--- config.mk ---
export PLATFORM = sky130hd
export DESIGN_NAME = rom_scan_engine
export DESIGN_NICKNAME = d
export VERILOG_FILES = /design/src/rtl/rom_scan_engine.sv
export SDC_FILE = /design/constraint.sdc
export NUM_CORES = 1
export LEC_CHECK = 0
export BUFFER_PORTS_ARGS = -buffer_cell sky130_fd_sc_hd__buf_2
export CORE_UTILIZATION = 40
export DETAILED_ROUTE_END_ITERATION = 10
export HOLD_SLACK_MARGIN = 0.15
export SYNTH_ARGS = -nofsm -noshare
export SYNTH_HDL_FRONTEND = slang
export SYNTH_SLANG_ARGS = --single-unit
--- constraint.sdc ---
create_clock -name clk -period 3.9 [get_ports clk]
set_clock_uncertainty 0.2 [all_clocks]
set_input_delay 0.39 -clock clk [delete_from_list [all_inputs] [get_ports clk]]
set_output_delay 0.39 -clock clk [all_outputs]
set_load 0.01 [all_outputs]
--- src/rtl/rom_scan_engine.sv ---
// ROM range scanner: reads a programmable address window of a synchronous-read ROM,
// streams (address, data) over valid/ready and sums the data. Optional ROM_SCAN_COMPARE_EN adds exp_sum/match.
`timescale 1ns/1ps
module rom_scan_engine #(
  parameter int ADDR_W  = 14,
  parameter int DATA_W  = 8,
  parameter int ROM_LAT = 1,
  parameter int SUM_W   = 16
) (
  input  logic              clk,
  input  logic              rst_n,
  input  logic              start,
  input  logic [ADDR_W-1:0] start_addr,
  input  logic [ADDR_W:0]   count,
  output logic [ADDR_W-1:0] rom_addr,
  input  logic [DATA_W-1:0] rom_q,
  output logic              out_valid,
  input  logic              out_ready,
  output logic [ADDR_W-1:0] out_addr,
  output logic [DATA_W-1:0] out_data,
  output logic              busy,
  output logic              done,
  output logic [SUM_W-1:0]  checksum
`ifdef ROM_SCAN_COMPARE_EN
  ,
  input  logic [SUM_W-1:0]  exp_sum,
  output logic              match
`endif
);

  typedef enum logic [1:0] {IDLE, WAIT, PRESENT, DONE} state_t;

  localparam logic [2:0]      LAT_INIT = 3'(ROM_LAT);
  localparam logic [ADDR_W:0] ONE_WORD = (ADDR_W+1)'(1);

  state_t            state, next_state;
  logic [ADDR_W:0]   remaining;
  logic [2:0]        lat_cnt;
  logic              last_word;
  logic [SUM_W-1:0]  next_sum;

  assign last_word = (remaining == ONE_WORD);
  assign next_sum  = checksum + SUM_W'(out_data);
  assign out_valid = (state == PRESENT);
  assign busy      = (state == WAIT) || (state == PRESENT);
  assign done      = (state == DONE);

  always_ff @(posedge clk or negedge rst_n) begin
    if (!rst_n) state <= IDLE;
    else        state <= next_state;
  end

  always_comb begin
    next_state = state;
    case (state)
      IDLE, DONE: begin
        if (start) next_state = (count == '0) ? DONE : WAIT;
      end
      WAIT: begin
        if (lat_cnt == 3'd0) next_state = PRESENT;
      end
      PRESENT: begin
        if (out_ready) next_state = last_word ? DONE : WAIT;
      end
      default: next_state = IDLE;
    endcase
  end

  // The latency counter reaching zero marks the edge where rom_q belongs to rom_addr.
  always_ff @(posedge clk or negedge rst_n) begin
    if (!rst_n) begin
      rom_addr  <= '0;
      out_addr  <= '0;
      out_data  <= '0;
      checksum  <= '0;
      remaining <= '0;
      lat_cnt   <= '0;
    end else begin
      case (state)
        IDLE, DONE: begin
          if (start) begin
            checksum <= '0;
            if (count != '0) begin
              rom_addr  <= start_addr;
              remaining <= count;
              lat_cnt   <= LAT_INIT;
            end
          end
        end
        WAIT: begin
          if (lat_cnt == 3'd0) begin
            out_data <= rom_q;
            out_addr <= rom_addr;
          end else begin
            lat_cnt <= lat_cnt - 3'd1;
          end
        end
        PRESENT: begin
          if (out_ready) begin
            checksum  <= next_sum;
            remaining <= remaining - ONE_WORD;
            if (!last_word) begin
              rom_addr <= rom_addr + ADDR_W'(1);
              lat_cnt  <= LAT_INIT;
            end
          end
        end
        default: ;
      endcase
    end
  end

`ifdef ROM_SCAN_COMPARE_EN
  // A zero-length scan enters DONE with a final sum of zero.
  always_ff @(posedge clk or negedge rst_n) begin
    if (!rst_n) begin
      match <= 1'b0;
    end else if ((state == IDLE || state == DONE) && start) begin
      match <= (count == '0) ? (exp_sum == '0) : 1'b0;
    end else if (state == PRESENT && out_ready && last_word) begin
      match <= (next_sum == exp_sum);
    end
  end
`endif

endmodule

==> results_dict.tcl, run 1 <==
set metrics [dict create \
    status "finished, final reports clean" \
    rsz0062_at_grt "false" \
    synth_edf_count 0 \
    avgSynthCellArea_sq_um 9.71 \
    ant_nets 0 \
    cts_tree "done" \
    r2r_end "rom_addr[5]" \
    synthCells 425 \
    overflow 0 \
    final_area_sq_um 5300 \
    crit_arrival_ps 3250 \
    hold_viol_final 0 \
    diodes 0 \
    required_ps 3950 \
    ios 96 \
    slew_violations 0 \
    hold_path_depth 3 \
    portBuffers 95 \
    ff_latch_area_sq_um 1800 \
    multi_input_area_sq_um 2180 \
    reg2reg_slack_ps 700 \
    setup_viol 0 \
    yosys.cell_count.top_type "dfrtp_1" \
    finalCritPeriodShare_pct 82.0 \
    wl_per_cell_microns 15.8 \
    clock_sinks 72 \
    grt_pass1_vias 3678 \
    drive_above_1_share_pct 27.4 \
    vias_per_cell 5.63 \
    synth_commonest_cells "dfrtp_1 (72), nand2_1 (37), o21ai_0 (33), a21oi_1 (23), mux2_2 (21)" \
    tightest_slew_ps 846 \
    ir_drop_uv 335 \
    cts_resized 0 \
    synthArstFlopShare_pct 100 \
    start_kind "register" \
    ys_types 55 \
    yosys.area.top_type "dfrtp_1" \
    die_x_microns 104 \
    cts_hold_buf 30 \
    post_cts_buffers 0 \
    vias 3872 \
    r2r_start "state[0]" \
    final_net_count 609 \
    crit_type "register to register" \
    die_area_sq_um 10700 \
    setup_slack_ps 700 \
    ys_seq_elements 72 \
    grt_usage_pct 21.3 \
    fmax_mhz 313 \
    start_util_pct 41.8 \
    min_to "rom_addr[5]" \
    path_clk_slew_ps 90 \
    r2r_cells 9 \
    syn2layout_area_growth_pct 28.5 \
    synth_fp_nets 484 \
    grt_pass1_wl_mm 18.3 \
    num_rows 36 \
    drt_iter0_drc 117 \
    firstDrtPassIters 5 \
    dieHeight_microns 104 \
    detail_route.wirelength_mm 10.9 \
    dp_hpwl_mm 7.57 \
    core_sq_um 9860 \
    final.setup.tns_ps 0 \
    max-cap-violations 0 \
    post-place-ws_ps 740 \
    ys_top_cells_by_area "dfrtp_1 (44%), mux2_2 (5.7%), ha_1 (5.2%), o21ai_0 (4.0%), nand2_1 (3.4%)" \
    hold_class "primary input to register" \
    syn_area_sq_um 4130 \
    hold_path_startpoint "start_addr[5]" \
    power_density_nw_per_um2 828 \
    cts_max_level 3 \
    clock_latency_ps 360 \
    end_kind "register" \
    gp_congestion 0.869 \
    min_period_ps 3200 \
    fill_cells 933 \
    synth_top_cell_area_share_pct 43.7 \
    grt_max_degree 42 \
    seq_area_frac_synth_pct 43.7 \
    max_slew_margin_pct 43.6 \
    cp_max_fo 22 \
    cts.path.max_buffers 2 \
    antenna_found_initial 0 \
    p_leak_nw 2.42 \
    root_buffer "clkbuf_8" \
    numCtsBuffers 9 \
    ys.flop_type "dfrtp_1" \
    drc 0 \
    yosysWarningCount 0 \
    placed_area_sq_um 4760 \
]
==> stage by stage <==
| stage | std cells | utilization, % | hold slack, ps | power (mW) |
|---|---|---|---|---|
| CTS | 688 | 53.8 | 155 | 4.41 |
| global route | 688 | 53.8 | 172 | 4.75 |
| global placement | 642 | 48.2 | 249 | 3.57 |
| floorplan | 425 | - | -106 | 2.91 |
| detailed placement | 642 | 48.2 | 257 | 3.63 |
| finish | 688 | 53.8 | 173 | 4.39 |
==> flip-flops by register name, indices dropped and copies added (netlist names) <==
name,count
checksum,16
lat_cnt,3
out_addr,14
out_data,8
remaining,15
rom_addr,14
state,2
==> layer usage <==
metal | GRT usage [%] | part of all wire [%] | vias to the layer above | wire (microns)
met5 | 0 | 0 | - | 0
met4 | 8.07 | 1.3 | 0 | 144
met3 | 3.08 | 3.9 | 11 | 422
met2 | 33.2 | 47 | 98 | 5100
met1 | 30.1 | 48 | 1898 | 5220
li1 | - | - | 1865 | -
==> layout make-up <==
cell class / count / share of cell area [%]
clock buffer: 11 / 2.67
clock inverter: 5 / 1.96
inverter: 18 / 1.27
multi-input combinational: 315 / 41.1
sequential: 72 / 34.0
tap: 133 / 3.14
timing repair buffer: 134 / 15.9
==> report_power, final <==
part           leakage, nW  switching, mW  internal, mW
clock network        0.124          0.294         0.443
logic                 1.41           1.29         0.954
registers            0.887          0.336          1.07
total                 2.42           1.92          2.47
==> cell families after synthesis <==
logic type / share of synthesized area [%]
muxes: 7.19
buffers and inverters: 3.67
AOI/OAI and AO/OA: 18.6
adders and majority gates: 5.64
DFF: 43.7
xor gates and xnor gates: 1.06
and+or+nand+nor: 20.2
==> cells in the final DEF, fill, tap and decap left out, types with 10 or more instances in the layout <==
| master | instances |
|---|---|
| nor2_1 | 13 |
| mux2_2 | 21 |
| a21oi_1 | 23 |
| ha_1 | 17 |
| nand3_1 | 15 |
| inv_1 | 18 |
| nand4_1 | 11 |
| o31ai_1 | 11 |
| dlygate4sd3_1 | 30 |
| clkbuf_8 | 10 |
| o21ai_0 | 33 |
| dfrtp_1 | 72 |
| buf_2 | 95 |
| nand2_1 | 37 |
==> worst max-delay path, stage by stage, from the launching register on <==
cell and delay (ps):
dfrtp_1 440, inv_1 70, ha_1 350, nor2b_1 200
nor3_1 480, buf_4 270, and2_1 130, buf_4 250
nand2_1 280, a221o_1 420
==> worst max-delay path by stage <==
stage	from	endpoint	slack, ps	cells past startpoint
final	state[0]	rom_addr[5]	700	9
after global routing	state[0]	rom_addr[6]	470	9
after CTS	state[0]	rom_addr[6]	700	9
after detailed placement	state[0]	rom_addr[6]	740	9
after global placement	state[0]	rom_addr[6]	840	9
after floorplan	remaining[7]	rom_addr[8]	1290	6
Power figures use the tool's default switching activity.
==> run 2, diff against run 1 <==
clock period = 2.9 ns   (was 3.9 ns; I/O delays follow)
==> run 2 against run 1 <==
Sequential share of layout area down 0.74 points. Critical path depth down 1. Flip-flop and latch count unchanged. Power up 36%. Sequential power up 34%. Highest routed layer unchanged. Register-to-register slack worse by 490 ps. Count of clock-buffer cells in the layout up 1. Wire length up 0.13%. Final cell count up 1.7%. Combinational power up 40%. Critical path type unchanged. Core utilization up 1.2 points.
==> results_dict.tcl, run 2 (synthesis gave the netlist of run 1 again) <==
set metrics [dict create \
    cts_tree "done" \
    grt_usage_pct 21.7 \
    firstDrtPassIters 4 \
    overflow 0 \
    drt_iter0_drc 140 \
    final.setup.tns_ps 0 \
    timing.critical_path.slowest_cell_delay_ps 480 \
    crit_chain "inv_1 > ha_1 > nor2b_1 > nor4_1 > buf_4 > nand3_1 > or4_1 > a21oi_1" \
    crit_type "register to register" \
    detail_route.wirelength_mm 10.9 \
    cts_resized 0 \
    finalPower_mw 5.99 \
    clock_latency_ps 350 \
    cts_max_level 3 \
    num_rows 36 \
    fill_cells 907 \
    required_ps 2980 \
    grt_pass1_vias 3784 \
    setup_viol 0 \
    root_buffer "clkbuf_8" \
    slew_violations 0 \
    reg_top3 "checksum: 16 flops, remaining: 15 flops" \
    dieHeight_microns 104 \
    gp_congestion 0.844 \
    met3_usage_pct 3.27 \
    cts_hold_buf 37 \
    min_period_ps 2690 \
    path_clk_slew_ps 70 \
    grt_pass1_wl_mm 18.7 \
    crit_arrival_ps 2760 \
    cts.path.max_buffers 2 \
    die_area_sq_um 10700 \
    drc 0 \
    grt_max_degree 73 \
    regMostFlops "checksum" \
    wl_per_cell_microns 15.6 \
    met1_usage_pct 29.2 \
    fin_hold_ws_ps 176 \
    drive_above_1_share_pct 27.5 \
    p_leak_nw 2.48 \
    cp-endpoint "checksum[15]" \
    power_density_nw_per_um2 1110 \
    final_cells 700 \
    syn2layout_area_growth_pct 31.4 \
    portBuffers 95 \
    r2r_start "state[0]" \
    vias_per_cell 5.52 \
    ir_drop_uv 449 \
    start_util_pct 41.8 \
    end_kind "register" \
    die_x_microns 104 \
    status "finished, final reports clean" \
    post-place-ws_ps 248 \
    numCtsBuffers 9 \
    max_slew_margin_pct 37.0 \
    rsz0062_at_grt "false" \
    max-cap-violations 0 \
    final_net_count 622 \
    ff_latch_area_sq_um 1800 \
    r2r_end "checksum[15]" \
    core_sq_um 9860 \
    diodes 0 \
    dp_hpwl_mm 7.57 \
    crit_slowest_cell "or4_1" \
    hold_viol_final 0 \
    largest_register_ffs 16 \
    fmax_mhz 372 \
    busiest_layer "met2" \
    post_cts_buffers 0 \
    place_inst 648 \
    tightest_slew_ps 944 \
    final_common_cell "buf_2" \
    finalCritPeriodShare_pct 92.7 \
    ios 96 \
    ant_nets 0 \
    start_kind "register" \
    cp_max_fo 5 \
    reg2reg_slack_ps 210 \
    vias 3865 \
    multi_input_area_sq_um 2180 \
    r2r_cells 8 \
    grt_util_met2_pct 35.0 \
    cp-startpoint "state[0]" \
    final_cell_mix "buf_2 (95), dfrtp_1 (72), nand2_1 (37), dlygate4sd3_1 (37), o21ai_0 (33)" \
    setup_slack_ps 213 \
    antenna_found_initial 0 \
    hold_class "primary input to register" \
    clock_sinks 72 \
]
==> run 2: cell count changes in the layout (fill, tap and decap cells not counted), sizes merged <==
cell	delta
dlygate4sd3	+7
clkbuf	+1
buf	+6
clkinv	-2
==> run 2: layout make-up <==
type	count	area share (%)
Timing Repair Buffer	147	17.9
Inverter	18	1.25
Clock inverter	3	1.66
Sequential cell	72	33.2
Clock buffer	12	2.68
Tap cell	133	3.07
Multi-Input combinational cell	315	40.2
==> run 2: worst min path at each step <==
stage | endpoint | cells past startpoint | start
final | remaining[4] | 3 | count[4]
after global routing | remaining[4] | 3 | count[4]
after detailed placement | out_data[4] | 2 | rst_n
after CTS | remaining[4] | 3 | count[4]
after floorplan | checksum[0] | 0 | rst_n
after global placement | out_data[4] | 2 | rst_n
==> run 2: worst max-delay path, delay by kind of cell, from the launching register on <==
| family | cells | cell delay (ps) |
|---|---|---|
| buffers and inverters | 2 | 260 |
| DFF | 1 | 420 |
| and+or+nand+nor | 4 | 1220 |
| AOI/OAI and AO/OA | 1 | 160 |
| adders and majority gates | 1 | 350 |
==> run 2: per-layer routing <==
| metal | vias up | part of all wire (%) |
|---|---|---|
| li1 | 1889 | - |
| met1 | 1890 | 48 |
| met2 | 73 | 48 |
| met3 | 13 | 3.2 |
| met4 | 0 | 1.5 |
| met5 | - | 0 |
==> run 2: where the power goes <==
group	internal [mW]	switching (mW)	total, mW
clock	0.592	0.372	0.964
sequential	1.44	0.449	1.89
combinational	1.39	1.75	3.14
==> run 2: stage by stage <==
step	instance area, sq um	util (%)
floorplan	4130	-
global placement	4810	48.8
detailed placement	4810	48.8
CTS	5420	54.9
global route	5420	54.9
finish	5420	54.9
==> run 3, diff against run 2 <==
CTS_CLUSTER_SIZE = 30   (was not set)
SETUP_SLACK_MARGIN = 0.5   (was not set)
==> run 3 against run 2 <==
Non-clock buffer count increased by 16. Final area increased by 4.8%. Maximum frequency increased by 6.8%. Critical path type unchanged. Largest cell class unchanged. Sequential power about the same.
==> results_dict.tcl, run 3 (synthesis gave the netlist of run 1 again) <==
set metrics [dict create \
    swShare_pct 44.0 \
    crit_chain "or4_4 > or2_4 > or4_4 > a32o_1 > a211o_1" \
    grt_pass1_vias 4030 \
    die_area_sq_um 10700 \
    vias 4083 \
    min_period_ps 2520 \
    status "finished, final reports clean" \
    cp-startpoint "remaining[6]" \
    final.setup.tns_ps 0 \
    numCtsBuffers 9 \
    p_sw_mw 2.81 \
    detail_route.wirelength_mm 11.9 \
    cts.path.max_buffers 2 \
    syn2layout_area_growth_pct 37.8 \
    start_util_pct 41.8 \
    r2r_end "rom_addr[8]" \
    portBuffers 95 \
    fill_cells 869 \
    max-cap-violations 0 \
    root_buffer "clkbuf_8" \
    power_density_nw_per_um2 1120 \
    grt_max_degree 29 \
    grt_usage_pct 22.5 \
    tightest_slew_ps 594 \
    hold_viol_final 0 \
    hold_class "primary input to register" \
    hold_path_startpoint "count[3]" \
    clock_sinks 72 \
    hold_path_depth 3 \
    drt_iter0_drc 222 \
    regMostFlops "checksum" \
    reg2reg_slack_ps 380 \
    min_to "remaining[3]" \
    cp_max_fo 7 \
    cp_common_cell "or4_4" \
    final_cell_mix "buf_2 (96), dfrtp_1 (69), dlygate4sd3_1 (36)" \
    rsz0062_at_grt "true" \
    crit_slowest_cell "or4_4" \
    crit_type "register to register" \
    largest_register_ffs 16 \
    diodes 0 \
    firstDrtPassIters 4 \
    gp_congestion 0.832 \
    final_common_cell "buf_2" \
    die_x_microns 104 \
    timing.critical_path.slowest_cell_delay_ps 540 \
    clock_latency_ps 340 \
    p_leak_nw 2.58 \
    vias_per_cell 5.70 \
    final_net_count 638 \
    overflow 0 \
    final_area_sq_um 5680 \
    start_kind "register" \
    combinationalPowerShare_pct 56.0 \
    num_rows 36 \
    cts_tree "done" \
    finalCritPeriodShare_pct 86.7 \
    crit_arrival_ps 2550 \
    power_frac_seq_pct 29.9 \
    r2r_start "remaining[6]" \
    ant_nets 0 \
    antenna_found_initial 0 \
    reg_top3 "checksum: 16 flops, remaining: 15 flops" \
    end_kind "register" \
    path_clk_slew_ps 80 \
    max_slew_margin_pct 60.2 \
    placed_area_sq_um 4830 \
    dp_hpwl_mm 7.93 \
    intPower_mw 3.58 \
    slew_violations 0 \
    ios 96 \
    drc 0 \
    core_sq_um 9860 \
    dieHeight_microns 104 \
    drive_above_1_share_pct 35.0 \
    p_clk_share_pct 14.1 \
    cts_max_level 3 \
    fmax_mhz 398 \
    grt_pass1_wl_mm 19.5 \
    setup_viol 0 \
    wl_per_cell_microns 16.6 \
    required_ps 2930 \
    r2r_cells 5 \
    ir_drop_uv 561 \
]
run 3: worst max path at each step:
stage	slack, ps	cells past startpoint	endpoint
3_3_place_gp	320	5	rom_addr[0]
6_report	380	5	rom_addr[8]
4_1_cts	390	5	rom_addr[8]
2_1_floorplan	380	6	rom_addr[8]
5_1_grt	340	5	rom_addr[8]
3_5_place_dp	250	8	rom_addr[8]
run 3: power groups by stage:
stage	combinational, mW	sequential [mW]	clock, mW
global placement	3.09	1.90	0
CTS	3.36	1.89	0.925
global route	3.93	1.98	0.972
floorplan	2.02	1.93	0
finish	3.57	1.91	0.899
detailed placement	3.15	1.92	0
run 3: layout make-up:
cell class | count | area [sq um] | area share, %
clock buffers | 10 | 138 | 2.42
clock inverters | 5 | 81.3 | 1.43
inverters | 18 | 67.6 | 1.19
multi-input cells | 315 | 2330 | 41.0
flip-flops and latches | 72 | 1810 | 31.8
well taps | 133 | 166 | 2.93
repair buffers | 163 | 1090 | 19.2
run 3: metrics by stage:
step | utilization, % | cells | setup WS [ps] | hold WS (ps) | power (mW)
2_1_floorplan | - | 425 | 376 | -206 | 3.95
3_3_place_gp | 49.0 | 649 | 322 | 99.3 | 4.98
3_5_place_dp | 49.0 | 649 | 249 | 113 | 5.07
4_1_cts | 56.3 | 710 | 390 | 175 | 6.17
5_1_grt | 57.6 | 716 | 343 | 231 | 6.88
6_report | 57.6 | 716 | 384 | 199 | 6.38
run 3: per-layer routing:
| layer | routed length, microns | track usage [%] | vias to the layer above |
|---|---|---|---|
| met4 | 151 | 6.42 | 0 |
| met3 | 619 | 5.10 | 12 |
| met1 | 5270 | 28.8 | 1983 |
| li1 | - | - | 1930 |
| met5 | 0 | 0 | - |
| met2 | 5810 | 38.0 | 158 |
run 3: worst max-delay path, delay by kind of cell, from the launching register on:
| kind | cells | cell delay (ps) |
|---|---|---|
| compound gates | 2 | 500 |
| flops | 1 | 390 |
| simple gates | 3 | 1320 |
run 3: repair_timing:
item                                    in CTS  in global routing
hold buffers                                36                  0
gates resized for setup                     16                 24
endpoints found under the setup margin      33                 34
pin swaps                                    3                 14
hold endpoints to repair                    57                  0
setup buffers                                9                  6
gates cloned                                 1                  0
